==> config.mk <==
export PLATFORM = sky130hd
export DESIGN_NAME = reorder_buffer
export DESIGN_NICKNAME = d
export VERILOG_FILES = /design/src/rtl/reorder_buffer.sv
export SDC_FILE = /design/constraint.sdc
export NUM_CORES = 2
export LEC_CHECK = 0
export CORE_UTILIZATION = 30
export DETAILED_ROUTE_END_ITERATION = 12
export PLACE_DENSITY = 0.49
export SLEW_MARGIN = 15
export SYNTH_ARGS = -nofsm -noshare
export SYNTH_HDL_FRONTEND = slang
export SYNTH_SLANG_ARGS = --single-unit
==> constraint.sdc <==
create_clock -name clk_in -period 7.66 [get_ports clk_in]
set_clock_uncertainty 0.2 [all_clocks]
set_input_delay 2.298 -clock clk_in [delete_from_list [all_inputs] [get_ports clk_in]]
set_output_delay 2.298 -clock clk_in [all_outputs]
set_load 0.01 [all_outputs]
==> src/rtl/reorder_buffer.sv <==
// Circular in-order reorder buffer: hands out ROB ids at issue, collects writeback
// results, commits one entry per cycle in order and flushes the pipeline on a mispredict.
module reorder_buffer #(
  parameter int DEPTH = 31
) (
  input  logic        clk_in,
  input  logic        rst_in,
  input  logic        rdy_in,
  input  logic        _issue_valid,
  input  logic [4:0]  _issue_rd,
  input  logic        _issue_is_branch,
  input  logic        _issue_pred_taken,
  input  logic [31:0] _issue_alt_pc,
  output logic        _rob_full,
  output logic [4:0]  _rob_tail_id,
  output logic        _rob_launch_ready,
  output logic [4:0]  _rob_launch_rob_id,
  output logic [4:0]  _rob_launch_register_id,
  input  logic        _wb_valid,
  input  logic [4:0]  _wb_rob_id,
  input  logic [31:0] _wb_value,
  input  logic        _wb_taken,
  input  logic [4:0]  _ask_id_1,
  input  logic [4:0]  _ask_id_2,
  output logic        _ask_ready_1,
  output logic        _ask_ready_2,
  output logic [31:0] _ask_value_1,
  output logic [31:0] _ask_value_2,
  output logic        _rob_commit_ready,
  output logic [4:0]  _rob_commit_rob_id,
  output logic [4:0]  _rob_commit_register_id,
  output logic [31:0] _rob_commit_value,
  output logic        _clear,
  output logic [31:0] _clear_pc
);
  localparam int         SLOTS    = 32;
  localparam logic [4:0] LAST_ID  = 5'(DEPTH);
  localparam logic [5:0] FULL_CNT = 6'(DEPTH);

  logic [4:0]  head_q, head_d, tail_q, tail_d;
  logic [5:0]  count_q, count_d;
  logic [SLOTS-1:0] busy_q, busy_d, ready_q, ready_d;
  logic [SLOTS-1:0] br_q, br_d, pred_q, pred_d, taken_q, taken_d;
  logic [4:0]  rd_q [SLOTS];
  logic [4:0]  rd_d [SLOTS];
  logic [31:0] value_q [SLOTS];
  logic [31:0] value_d [SLOTS];
  logic [31:0] alt_q [SLOTS];
  logic [31:0] alt_d [SLOTS];

  logic        commit_ready_q, commit_ready_d;
  logic [4:0]  commit_id_q, commit_id_d, commit_reg_q, commit_reg_d;
  logic [31:0] commit_value_q, commit_value_d;
  logic        clear_q, clear_d;
  logic [31:0] clear_pc_q, clear_pc_d;

  logic accept, wb_hit, commit_go, mispredict;

  // Ids run 1..DEPTH; id 0 means "no dependency" and is never allocated.
  function automatic logic [4:0] next_id(input logic [4:0] id);
    return (id == LAST_ID) ? 5'd1 : id + 5'd1;
  endfunction

  function automatic logic id_ok(input logic [4:0] id);
    return (id != 5'd0) && (int'(id) <= DEPTH);
  endfunction

  assign _rob_full               = (count_q == FULL_CNT);
  assign accept                  = rdy_in & _issue_valid & ~_rob_full & ~clear_q;
  assign _rob_tail_id            = tail_q;
  assign _rob_launch_ready       = accept;
  assign _rob_launch_rob_id      = tail_q;
  assign _rob_launch_register_id = _issue_rd;

  assign wb_hit     = _wb_valid & id_ok(_wb_rob_id) & busy_q[_wb_rob_id];
  assign commit_go  = busy_q[head_q] & ready_q[head_q];
  assign mispredict = commit_go & br_q[head_q] & (taken_q[head_q] != pred_q[head_q]);

  assign _ask_ready_1 = id_ok(_ask_id_1) & busy_q[_ask_id_1] & ready_q[_ask_id_1];
  assign _ask_ready_2 = id_ok(_ask_id_2) & busy_q[_ask_id_2] & ready_q[_ask_id_2];
  assign _ask_value_1 = value_q[_ask_id_1];
  assign _ask_value_2 = value_q[_ask_id_2];

  assign _rob_commit_ready       = commit_ready_q;
  assign _rob_commit_rob_id      = commit_id_q;
  assign _rob_commit_register_id = commit_reg_q;
  assign _rob_commit_value       = commit_value_q;
  assign _clear                  = clear_q;
  assign _clear_pc               = clear_pc_q;

  always_comb begin
    head_d         = head_q;
    tail_d         = tail_q;
    count_d        = count_q;
    busy_d         = busy_q;
    ready_d        = ready_q;
    br_d           = br_q;
    pred_d         = pred_q;
    taken_d        = taken_q;
    rd_d           = rd_q;
    value_d        = value_q;
    alt_d          = alt_q;
    commit_ready_d = commit_ready_q;
    commit_id_d    = commit_id_q;
    commit_reg_d   = commit_reg_q;
    commit_value_d = commit_value_q;
    clear_d        = clear_q;
    clear_pc_d     = clear_pc_q;

    if (rdy_in) begin
      if (clear_q) begin
        // Flush cycle: everything younger than the mispredicted branch is dropped.
        busy_d         = '0;
        ready_d        = '0;
        head_d         = 5'd1;
        tail_d         = 5'd1;
        count_d        = 6'd0;
        commit_ready_d = 1'b0;
        clear_d        = 1'b0;
      end else begin
        if (wb_hit) begin
          value_d[_wb_rob_id] = _wb_value;
          taken_d[_wb_rob_id] = _wb_taken;
          ready_d[_wb_rob_id] = 1'b1;
        end
        commit_ready_d = commit_go;
        clear_d        = mispredict;
        if (commit_go) begin
          commit_id_d     = head_q;
          commit_reg_d    = rd_q[head_q];
          commit_value_d  = value_q[head_q];
          busy_d[head_q]  = 1'b0;
          head_d          = next_id(head_q);
        end
        if (mispredict) begin
          clear_pc_d = alt_q[head_q];
        end
        if (accept) begin
          busy_d[tail_q]  = 1'b1;
          ready_d[tail_q] = 1'b0;
          rd_d[tail_q]    = _issue_rd;
          br_d[tail_q]    = _issue_is_branch;
          pred_d[tail_q]  = _issue_pred_taken;
          alt_d[tail_q]   = _issue_alt_pc;
          tail_d          = next_id(tail_q);
        end
        count_d = count_q + {5'd0, accept} - {5'd0, commit_go};
      end
    end
  end

  always_ff @(posedge clk_in) begin
    if (!rst_in) begin
      head_q         <= 5'd1;
      tail_q         <= 5'd1;
      count_q        <= 6'd0;
      busy_q         <= '0;
      ready_q        <= '0;
      commit_ready_q <= 1'b0;
      commit_id_q    <= 5'd0;
      commit_reg_q   <= 5'd0;
      commit_value_q <= 32'd0;
      clear_q        <= 1'b0;
      clear_pc_q     <= 32'd0;
    end else begin
      head_q         <= head_d;
      tail_q         <= tail_d;
      count_q        <= count_d;
      busy_q         <= busy_d;
      ready_q        <= ready_d;
      commit_ready_q <= commit_ready_d;
      commit_id_q    <= commit_id_d;
      commit_reg_q   <= commit_reg_d;
      commit_value_q <= commit_value_d;
      clear_q        <= clear_d;
      clear_pc_q     <= clear_pc_d;
    end
  end

  // Payload is only read while its busy bit is set, so it needs no reset.
  always_ff @(posedge clk_in) begin
    br_q    <= br_d;
    pred_q  <= pred_d;
    taken_q <= taken_d;
    rd_q    <= rd_d;
    value_q <= value_d;
    alt_q   <= alt_d;
  end
endmodule

==> results.yml <==
outcome:
  outcome: "finished, final reports clean"
pwr:
  peakVddDrop_mv: 0.159
  seqPwrFrac_pct: 49.5
  p_leak_nw: 39.7
  switchingPower_mw: 6.45
  comb_power_share_pct: 4.9
  swShare_pct: 21.5
  total_power_mw: 29.9
  p_int_mw: 23.5
  power.share.clock_pct: 45.6
  powerDensity_mw_per_mm2: 231
layout:
  post-route-util_pct: 35.5
  nNetsFinal: 5862
  fin_cells: 10805
  synthToLayoutAreaGrowth_pct: 17.6
  fillerInstances: 33812
  drive_gt1_share_pct: 34.4
grt:
  grt-ovfl-total: 0
  grt_pass1_wl_um: 524000
  grt_pass1_vias: 63275
  antenna_found_initial: 41
  grtUsageTotal_pct: 20.0
  grt_max_degree: 138
timing:
  finalMaxSlewViolations: 0
  fin_crit_sh_pct: 99.0
  finalHoldViolCount: 0
  setup_viol: 0
  fmax_mhz: 132
  grt_setup_unrepaired: "false"
  setup_ws_ps: 76.5
  worst_slew_pin_slew_ps: 1250
  maxSlewHeadroom_pct: 16.2
  tns_ps: 0
  period_minus_slack_ps: 7580
clock_network:
  h-tree-depth: 5
  cts-resized-gates: 0
  clockBufferDepth: 4
  cts_tree: "built"
  ctsHoldBuffers: 0
  path_clk_slew_ps: 60
  insertion_delay_ps: 900
  cts_sinks: 2460
  post-cts-setup-buffer-count: 0
  root_buffer: "clkbuf_16"
  cts_buffers: 281
placement:
  gp_congestion: 0.815
  dpl.hpwl_um: 213000
  port_buffers: 250
  dp.cells: 10284
  place_ws_ps: 61.7
worst_setup_path:
  max_stage_delay_ps: 500
  cp_common_cell: "mux4_2"
  critPathCaptureType: "primary output"
  r2r_end: "count_q[4]"
  r2r_slack_ps: 2640
  cp.required_ps: 5160
  reg2reg_from: "head_q[3]"
  worstSetupStartpointType: "input port"
  cp_max_fo: 39
  worstPathCellList: "buf_8 -> buf_12 -> buf_4 -> mux4_2 -> mux4_2 -> mux2_2 -> clkdlybuf4s50_1"
  cp_top_family: "buffers and inverters"
  worstPathArrival_ps: 5090
  cp_slowest_cell: "mux4_2"
  cp_num_buf_inv: 4
  worst-setup-path-type: "input port to primary output"
  r2r_cells: 18
logic_synthesis:
  netlist_instances: 5366
  ys_types: 68
  synth.avg_cell_area_um2: 20.6
  synthTopCellsByCount: "edfxtp_1, mux4_2, clkbuf_1"
  synthFlopType: "edfxtp_1"
  ys_async_sr_fraction_pct: 0
  yosysTopAreaCell: "edfxtp_1"
  synth-seq-cells: 2460
  synth_top_area_share_pct: 62.6
  synth.most_common_cell: "edfxtp_1"
  netlist_top_cells_area: "edfxtp_1, mux4_2, dfxtp_1, a22oi_1, mux2i_1"
  syn_area_mm2: 0.110
  yosysSeqAreaShare_pct: 65.5
  yosysWarnings: 0
  synth_edf_count: 2304
min_path:
  hold_path.class: "register to register"
  holdPathStages: 2
  hp-start: "ready_q[0]"
  min_to: "ready_q[0]"
floorplan:
  core_mm2: 0.366
  fp.dieArea_mm2: 0.371
  die_h_um: 609
  die_w_um: 609
  ios: 251
  start_util_pct: 30.2
  rows: 222
flow_run:
  drv_cap: 0
routing:
  via_count: 62022
  drcViolationCount: 0
  drtPass1Iterations: 5
  ant_nets: 0
  wl_per_cell_um: 35.0
  first_iter_violations: 6869
  drt-total-wl_um: 378000
  via_per_inst: 5.74
through the flow:
step | instance area [um2] | hold WS (ps)
after detailed placement | 121000 | 243
final | 130000 | 257
after global placement | 121000 | 238
after CTS | 130000 | 253
after global routing | 130000 | 271
after floorplan | 111000 | 209
worst max-delay path by stage:
stage / from / endpoint / slack (ps) / cells after the start
final: _ask_id_2[0] / _ask_value_2[19] / 80 / 7
after global routing: _ask_id_2[0] / _ask_value_2[19] / 20 / 7
after CTS: _ask_id_2[0] / _ask_value_2[19] / 60 / 7
after detailed placement: _ask_id_2[0] / _ask_value_2[19] / 60 / 7
after global placement: _ask_id_2[0] / _ask_value_2[19] / 30 / 7
after floorplan: _ask_id_1[0] / _ask_value_1[0] / 530 / 6
cells by family (layout without fill, tap and decap cells):
group           count (synthesis)  count (layout)  synth area share [%]
mux                          1386            1386                  26.4
fa+ha+maj                      19              19                 0.222
other cells                     1              42               0.00340
buf+inv                       499            1081                  1.98
xor+xnor                        4               4                0.0317
flops                        2460            2460                  65.5
simple gates                  321             321                  1.46
compound gates                676             676                  4.46
state kept, by name, indices dropped and copies added (netlist names):
register	flops
_rob_launch_rob_id	5
value_q	1024
_rob_commit_rob_id	5
count_q	6
pred_q	32
_rob_commit_value	32
ready_q	32
head_q	5
alt_q	1024
_rob_commit_register_id	5
rd_q	160
br_q	32
_clear_pc	32
taken_q	32
busy_q	32
_rob_commit_ready	1
_clear	1
layout make-up:
class                           instances  area (um2)  share of cell area, %
Sequential cell                      2460       72300                   55.7
Multi-Input combinational cell       2439       36600                   28.2
Clock buffer                          367        7640                   5.88
Tap cell                             4816        6030                   4.64
Timing Repair Buffer                  518        5480                   4.22
Clock inverter                        145        1580                   1.22
Inverter                               51         199                  0.153
Antenna cell                            9        22.5                 0.0173
power by group through the flow:
stage	logic, mW	registers [mW]	clock network [mW]
global placement	1.48	15.1	0
global route	1.57	14.8	14.4
detailed placement	1.50	15.1	0
CTS	1.50	14.8	13.9
finish	1.48	14.8	13.7
floorplan	0.781	15.1	0
cell usage in the layout, fill, tap and decap left out, types with 11 or more instances in the layout:
cell type	instances
a31oi_1	20
a221oi_1	74
clkinv_2	38
buf_4	196
clkbuf_16	290
clkinv_1	46
nand2_1	81
a22oi_1	134
a41o_1	32
dfxtp_1	153
nand3_1	37
o31ai_1	12
conb_1	33
o21a_1	25
nor2_4	65
mux4_2	1210
buf_12	77
nand3b_1	11
clkbuf_1	68
inv_1	48
inv_6	13
o21ai_0	68
mux2i_1	96
nor2_1	43
a211oi_1	24
a22o_1	75
edfxtp_1	2304
mux2_2	80
a21oi_1	82
ha_1	18
bufinv_16	30
o22ai_1	69
clkdlybuf4s50_1	237
a311oi_1	37
metal layers:
metal  share of wire [%]  vias up  track usage (%)
li1                    -    24386                -
met4                 2.9       20             5.81
met3                 6.6      578             3.29
met5               0.032        -                0
met1                  41    34292             27.1
met2                  49     2746             33.2
worst min-delay path: stages, from the launching register on:
cell and delay, ps:
dfxtp_1 320, nand2_1 60, nor2_1 30
No activity file was read; power rests on OpenSTA's default activity.
